**src/rtl/hist_eq_lut_if.sv**
```systemverilog
// Bus bundle for hist_eq_lut: cdf load handshake plus the streaming pixel path.
interface hist_eq_lut_if #(
  parameter int inWidth = 19
);
  logic               i_load_start;
  logic [inWidth-1:0] i_cdf;
  logic               i_cdf_valid;
  logic               o_cdf_ready;
  logic [7:0]         i_pixel;
  logic               i_pixel_valid;
  logic [7:0]         o_pixel;
  logic               o_pixel_valid;
  logic               o_load_done;
  logic               o_lut_valid;

  modport master (
    output i_load_start, i_cdf, i_cdf_valid, i_pixel, i_pixel_valid,
    input  o_cdf_ready, o_pixel, o_pixel_valid, o_load_done, o_lut_valid
  );

  modport slave (
    input  i_load_start, i_cdf, i_cdf_valid, i_pixel, i_pixel_valid,
    output o_cdf_ready, o_pixel, o_pixel_valid, o_load_done, o_lut_valid
  );
endinterface

```
**src/rtl/hist_eq_lut.sv**
```systemverilog
// Histogram-equalisation LUT: double-buffered 256x8 table loaded from a cdf stream,
// with a 2-cycle pixel mapping path that swaps tables cleanly between pixels.
module hist_eq_lut #(
  parameter int imageSize = 640*480,
  parameter int inWidth   = $clog2(imageSize)
) (
  input logic          i_clk,
  input logic          i_reset_n,
  hist_eq_lut_if.slave bus
);

  typedef enum logic [1:0] {IDLE, LOAD, FLUSH} state_t;

  localparam int prodWidth = inWidth + 9;
  localparam logic [prodWidth-1:0] halfScale = prodWidth'(imageSize / 2);
  localparam logic [prodWidth-1:0] divisor   = prodWidth'(imageSize);

  state_t             state_q, state_d;
  logic [7:0]         level_q, level_d;
  logic               accept;
  logic               swap;

  logic               s1Valid_q;
  logic [inWidth-1:0] s1Cdf_q;
  logic [7:0]         s1Level_q;
  logic [prodWidth-1:0] quotient;
  logic [7:0]         scaled;

  logic               bankSel_q;
  logic               loadDone_q;
  logic               lutValid_q;
  logic [7:0]         lutMem [0:511];

  logic               p1Valid_q;
  logic               p1Bank_q;
  logic               p1Map_q;
  logic [7:0]         p1Pixel_q;
  logic               pixelValid_q;
  logic [7:0]         pixel_q;

  assign accept = bus.i_cdf_valid && (state_q == LOAD);

  always_comb begin
    state_d = state_q;
    level_d = level_q;
    swap    = 1'b0;
    case (state_q)
      IDLE: begin
        if (bus.i_load_start) begin
          state_d = LOAD;
          level_d = '0;
        end
      end
      LOAD: begin
        if (accept) begin
          level_d = level_q + 8'd1;
          if (level_q == 8'd255) state_d = FLUSH;
        end
      end
      FLUSH: begin
        // The level-255 write lands on this edge, so the table is complete.
        state_d = IDLE;
        swap    = 1'b1;
      end
      default: state_d = IDLE;
    endcase
  end

  always_ff @(posedge i_clk) begin
    if (!i_reset_n) begin
      state_q <= IDLE;
      level_q <= '0;
    end else begin
      state_q <= state_d;
      level_q <= level_d;
    end
  end

  // Any cdf above imageSize yields a quotient of at least 255, so clamping covers saturation.
  always_comb begin
    quotient = (prodWidth'(s1Cdf_q) * prodWidth'(255) + halfScale) / divisor;
    scaled   = (|quotient[prodWidth-1:8]) ? 8'hFF : quotient[7:0];
  end

  always_ff @(posedge i_clk) begin
    if (!i_reset_n) begin
      s1Valid_q  <= 1'b0;
      s1Cdf_q    <= '0;
      s1Level_q  <= '0;
      bankSel_q  <= 1'b0;
      loadDone_q <= 1'b0;
      lutValid_q <= 1'b0;
    end else begin
      s1Valid_q <= accept;
      if (accept) begin
        s1Cdf_q   <= bus.i_cdf;
        s1Level_q <= level_q;
      end
      bankSel_q  <= bankSel_q ^ swap;
      loadDone_q <= swap;
      lutValid_q <= lutValid_q | swap;
    end
  end

  always_ff @(posedge i_clk) begin
    if (s1Valid_q) lutMem[{~bankSel_q, s1Level_q}] <= scaled;
  end

  // Bank and identity choice travel with the pixel so a swap never splits a pixel.
  always_ff @(posedge i_clk) begin
    if (!i_reset_n) begin
      p1Valid_q    <= 1'b0;
      p1Bank_q     <= 1'b0;
      p1Map_q      <= 1'b0;
      p1Pixel_q    <= '0;
      pixelValid_q <= 1'b0;
      pixel_q      <= '0;
    end else begin
      p1Valid_q <= bus.i_pixel_valid;
      if (bus.i_pixel_valid) begin
        p1Pixel_q <= bus.i_pixel;
        p1Bank_q  <= bankSel_q;
        p1Map_q   <= lutValid_q;
      end
      pixelValid_q <= p1Valid_q;
      if (p1Valid_q) pixel_q <= p1Map_q ? lutMem[{p1Bank_q, p1Pixel_q}] : p1Pixel_q;
    end
  end

  assign bus.o_cdf_ready   = (state_q == LOAD);
  assign bus.o_pixel       = pixel_q;
  assign bus.o_pixel_valid = pixelValid_q;
  assign bus.o_load_done   = loadDone_q;
  assign bus.o_lut_valid   = lutValid_q;

endmodule

```
**src/flat_wrapper.sv**
```systemverilog
// flat-port wrapper written by rule: the top's interface ports become plain ports
module hist_eq_lut_flat 
#(
  parameter int imageSize = 640*480,
  parameter int inWidth   = $clog2(imageSize)
)
  (i_clk, i_reset_n, bus_i_load_start, bus_i_cdf, bus_i_cdf_valid, bus_i_pixel, bus_i_pixel_valid, bus_o_cdf_ready, bus_o_pixel, bus_o_pixel_valid, bus_o_load_done, bus_o_lut_valid);
  hist_eq_lut_if #(.inWidth(inWidth)) bus_i ();
  input logic i_clk;
  input logic i_reset_n;
  input wire logic [$bits(bus_i.i_load_start)-1:0] bus_i_load_start;
  input wire logic [$bits(bus_i.i_cdf)-1:0] bus_i_cdf;
  input wire logic [$bits(bus_i.i_cdf_valid)-1:0] bus_i_cdf_valid;
  input wire logic [$bits(bus_i.i_pixel)-1:0] bus_i_pixel;
  input wire logic [$bits(bus_i.i_pixel_valid)-1:0] bus_i_pixel_valid;
  output wire logic [$bits(bus_i.o_cdf_ready)-1:0] bus_o_cdf_ready;
  output wire logic [$bits(bus_i.o_pixel)-1:0] bus_o_pixel;
  output wire logic [$bits(bus_i.o_pixel_valid)-1:0] bus_o_pixel_valid;
  output wire logic [$bits(bus_i.o_load_done)-1:0] bus_o_load_done;
  output wire logic [$bits(bus_i.o_lut_valid)-1:0] bus_o_lut_valid;
  assign bus_i.i_load_start = bus_i_load_start;
  assign bus_i.i_cdf = bus_i_cdf;
  assign bus_i.i_cdf_valid = bus_i_cdf_valid;
  assign bus_i.i_pixel = bus_i_pixel;
  assign bus_i.i_pixel_valid = bus_i_pixel_valid;
  assign bus_o_cdf_ready = bus_i.o_cdf_ready;
  assign bus_o_pixel = bus_i.o_pixel;
  assign bus_o_pixel_valid = bus_i.o_pixel_valid;
  assign bus_o_load_done = bus_i.o_load_done;
  assign bus_o_lut_valid = bus_i.o_lut_valid;
  hist_eq_lut #(.imageSize(imageSize), .inWidth(inWidth)) u_core (.i_clk(i_clk), .i_reset_n(i_reset_n), .bus(bus_i));
endmodule
```
**config.mk**
```make
export PLATFORM = sky130hd
export DESIGN_NAME = hist_eq_lut_flat
export DESIGN_NICKNAME = d
export VERILOG_FILES = /design/src/rtl/hist_eq_lut_if.sv /design/src/rtl/hist_eq_lut.sv /design/src/flat_wrapper.sv
export SDC_FILE = /design/constraint.sdc
export NUM_CORES = 2
export LEC_CHECK = 0
export BUFFER_PORTS_ARGS = -buffer_cell sky130_fd_sc_hd__buf_2
export CAP_MARGIN = 20
export CELL_PAD_IN_SITES_DETAIL_PLACEMENT = 0
export CELL_PAD_IN_SITES_GLOBAL_PLACEMENT = 1
export CORE_AREA = 2 2 650 652
export DETAILED_ROUTE_END_ITERATION = 7
export DIE_AREA = 0 0 652 654
export HOLD_SLACK_MARGIN = 0.15
export PLACE_DENSITY_LB_ADDON = 0.1
export SETUP_SLACK_MARGIN = 0.05
export SLEW_MARGIN = 20
export SYNTH_ARGS = -nofsm -noshare
export SYNTH_HDL_FRONTEND = slang
export SYNTH_SLANG_ARGS = --single-unit
```
**constraint.sdc**
```tcl
create_clock -name i_clk -period 49.5 [get_ports i_clk]
set_clock_uncertainty 0.2 [all_clocks]
set_input_delay 2.475 -clock i_clk [delete_from_list [all_inputs] [get_ports i_clk]]
set_output_delay 2.475 -clock i_clk [all_outputs]
set_load 0.02 [all_outputs]
```
==> results.py <==
metrics = {
    "run_status": {
        "status": "finished clean",
    },
    "cells_and_area": {
        "nNetsFinal": 8010,
        "fillers": 35200,
        "area_delta_synth_final_pct": 12.5,
        "drive_above_1_share": 0.271,
    },
    "synthesis": {
        "async_flop_share": 0,
        "yosys.area_share.adder": 0.0154,
        "synthSimpleGateAreaFrac": 0.0240,
        "synth_top_family_by_area": "multiplexers",
        "syn_nets": 7818,
        "synth-xor-area-share": 0.00183,
        "yosys_warnings": 0,
        "postSynthAreaPerCell_sq_um": 21.9,
        "ys_ff_latch": 4166,
        "seq_area_frac_synth": 0.744,
        "synth_area_sq_um": 167000,
        "synth-edff-count": 4096,
        "ys_types": 104,
        "muxShareOfSynthArea": 0.187,
        "synth_compound_area_frac": 0.0147,
        "netlist_instances": 7633,
        "ys.flop_type": "edfxtp_1",
    },
    "timing": {
        "relSlewSlack": 0.221,
        "period_share": 0.322,
        "rsz0062_at_grt": "false",
        "hold_viol_final": 0,
        "drv_slew": 0,
        "layout_min_cycle_time_ns": 15.92,
        "fin_setup_tns_ns": 0,
        "fmax_mhz": 62.8,
        "worstMarginPinSlew_ns": 1.16,
        "setup_viol": 0,
    },
    "clock_tree": {
        "postCtsSetupBuffers": 0,
        "cts_tree": "yes",
        "cts_resized": 0,
        "cts_buffers": 442,
        "cts-root-buf": "clkbuf_16",
        "h-tree-depth": 5,
        "clk_pin_slew_ns": 0.06,
        "clock_path_buffers": 4,
        "postCtsHoldBufs": 0,
        "clock_latency_ns": 0.97,
        "cts.sinks": 4166,
    },
    "worst_setup_path": {
        "cp_max_fo": 86,
        "startpoint_type": "flip-flop",
        "critPathCaptureType": "flip-flop",
        "critPathSlowestCell": "buf_4",
        "critPathBufInv": 7,
        "slowest_delay_ns": 0.85,
        "required_ns": 49.93,
        "critical-path-top-delay-family": "compound AO/OA/AOI/OAI gates",
        "worstPathArrival_ns": 16.34,
        "critPathKind": "flip-flop to flip-flop",
    },
    "placed_design": {
        "place_congestion": 0.798,
        "port_buffers": 43,
        "dpl.hpwl_um": 266000,
    },
    "routing": {
        "routed_wl_um": 439000,
        "ant_nets": 0,
        "drc": 0,
        "first_iter_violations": 8065,
        "vias": 78400,
        "first_pass_iters": 6,
        "routedWlPerCell_um": 32.0,
        "vias_per_cell": 5.72,
    },
    "floorplanning": {
        "die_h_um": 654,
        "dieArea_sq_um": 426000,
        "io_pins": 44,
        "start_util": 0.399,
        "std_cell_rows": 238,
        "die_w_um": 652,
        "core_region_area_sq_um": 419000,
    },
    "grt": {
        "grt_usage": 0.205,
        "antenna_found_initial": 28,
        "grt.overflow.total": 0,
        "grt_pass1_wl_um": 624000,
        "grt_pass1_vias": 80900,
        "grt_max_degree": 172,
    },
    "hold_path": {
        "hold_path.class": "flip-flop to flip-flop",
    },
    "job": {
        "cap_viol_max_count": 0,
    },
}
layout make-up:
cell class                 count  area, sq um  share of cell area
antenna                       10         25.0            0.000133
clock buffer                 582        11900              0.0631
clock inverter               209         2110              0.0112
inverter                     144          541             0.00287
multi-input combinational   2892        40900               0.217
sequential                  4166       124000               0.661
tap                         5520         6910              0.0367
timing repair buffer         179         1420             0.00755
worst paths after layout:
| path | from | end | slack (ns) | depth (start not counted) |
|---|---|---|---|---|
| max | u_core.s1Cdf_q[11] | u_core.lutMem[179][0] | 33.58 | 41 |
| min | u_core.level_q[5] | u_core.s1Level_q[5] | 0.30 | 2 |
| max reg2reg | u_core.s1Cdf_q[11] | u_core.lutMem[179][0] | 33.58 | 41 |
| min reg2reg | u_core.level_q[5] | u_core.s1Level_q[5] | 0.30 | 2 |
metal layers:
metal | track usage | wire length [um] | vias up
met3 | 0.0292 | 22200 | 445
met2 | 0.332 | 213000 | 2099
met4 | 0.0363 | 7470 | 0
li1 | - | - | 32400
met5 | 0 | 0 | -
met1 | 0.299 | 196000 | 43500
cell usage after synthesis (43+ instances only):
cell | instances | area share
inv_1 | 144 | 0.0032
mux4_2 | 1360 | 0.18
a21oi_1 | 72 | 0.0022
o21ai_0 | 47 | 0.0014
mux2i_1 | 43 | 0.0026
dfxtp_1 | 70 | 0.0084
buf_1 | 120 | 0.0027
nor2_1 | 583 | 0.013
ha_1 | 67 | 0.0050
fa_1 | 86 | 0.010
edfxtp_1 | 4096 | 0.74
nand2_1 | 180 | 0.0040
clkbuf_1 | 290 | 0.0065
worst register-to-register path: cells and delay by family, from the launching register on:
| family | cells | cell delay (ns) |
|---|---|---|
| AO/OA/AOI/OAI | 16 | 5.15 |
| adder cells (fa/ha/maj) | 5 | 2.66 |
| buffers and inverters | 7 | 2.81 |
| flip-flops | 1 | 0.44 |
| multiplexers | 2 | 0.69 |
| AND/OR/NAND/NOR | 11 | 3.54 |
kinds of logic (layout without fill, tap and decap cells):
family          after synthesis  after routing
flops                      4166           4166
mux                        1419           1419
simple gates                945            945
buf+inv                     575           1114
compound gates              339            339
fa+ha+maj                   155            155
xor+xnor                     34             34
other cells                   0             10
flip-flops by register name, indices dropped and copies added (netlist names), named ones only:
name and cells:
u_core.p1Valid_q 1, u_core.state_q 2, u_core.p1Pixel_q 8, u_core.bus.o_load_done 1, u_core.s1Cdf_q 19, u_core.level_q 8
u_core.bus.o_pixel_valid 1, u_core.s1Level_q 8, u_core.bus.o_pixel 8, u_core.p1Bank_q 1, u_core.bus.o_lut_valid 1, u_core.p1Map_q 1
u_core.s1Valid_q 1, u_core.lutMem 4096, u_core.bankSel_q 1
layout by cell type (no fill, tap or decap), types with 12 or more instances in the layout:
cell type and n:
a211oi_1 17, a21boi_0 32, a21o_1 14, a21oi_1 72, and3_1 15, buf_12 13, buf_2 43, buf_4 118
bufinv_16 37, clkbuf_1 121, clkbuf_16 450, clkinv_1 93, clkinv_2 53, dfxtp_1 64, edfxtp_1 4096, fa_1 86
ha_1 67, inv_1 144, mux2_2 15, mux2i_1 43, mux4_2 1360, nand2_1 163, nand2_4 17, nand3_1 29
nor2_1 576, nor2b_1 25, nor3_1 22, o211ai_1 20, o21ai_0 46, xnor2_1 20, xor2_1 12
per-stage QoR:
| step | util | hold slack [ns] | worst slack [ns] | std cells | instance area, sq um |
|---|---|---|---|---|---|
| finish | 0.449 | 0.299 | 33.58 | 13700 | 188000 |
| global route | 0.449 | 0.328 | 32.58 | 13700 | 188000 |
| CTS | 0.449 | 0.303 | 33.66 | 13700 | 188000 |
| detailed placement | 0.415 | 0.295 | 33.71 | 12900 | 174000 |
| global placement | 0.415 | 0.281 | 33.83 | 12900 | 174000 |
| floorplan | - | 0.255 | 17.80 | 7633 | 167000 |
Power is left out: the tool's default activity adds up to more than one toggle a clock period on the data nets, which glitch-free logic cannot reach.
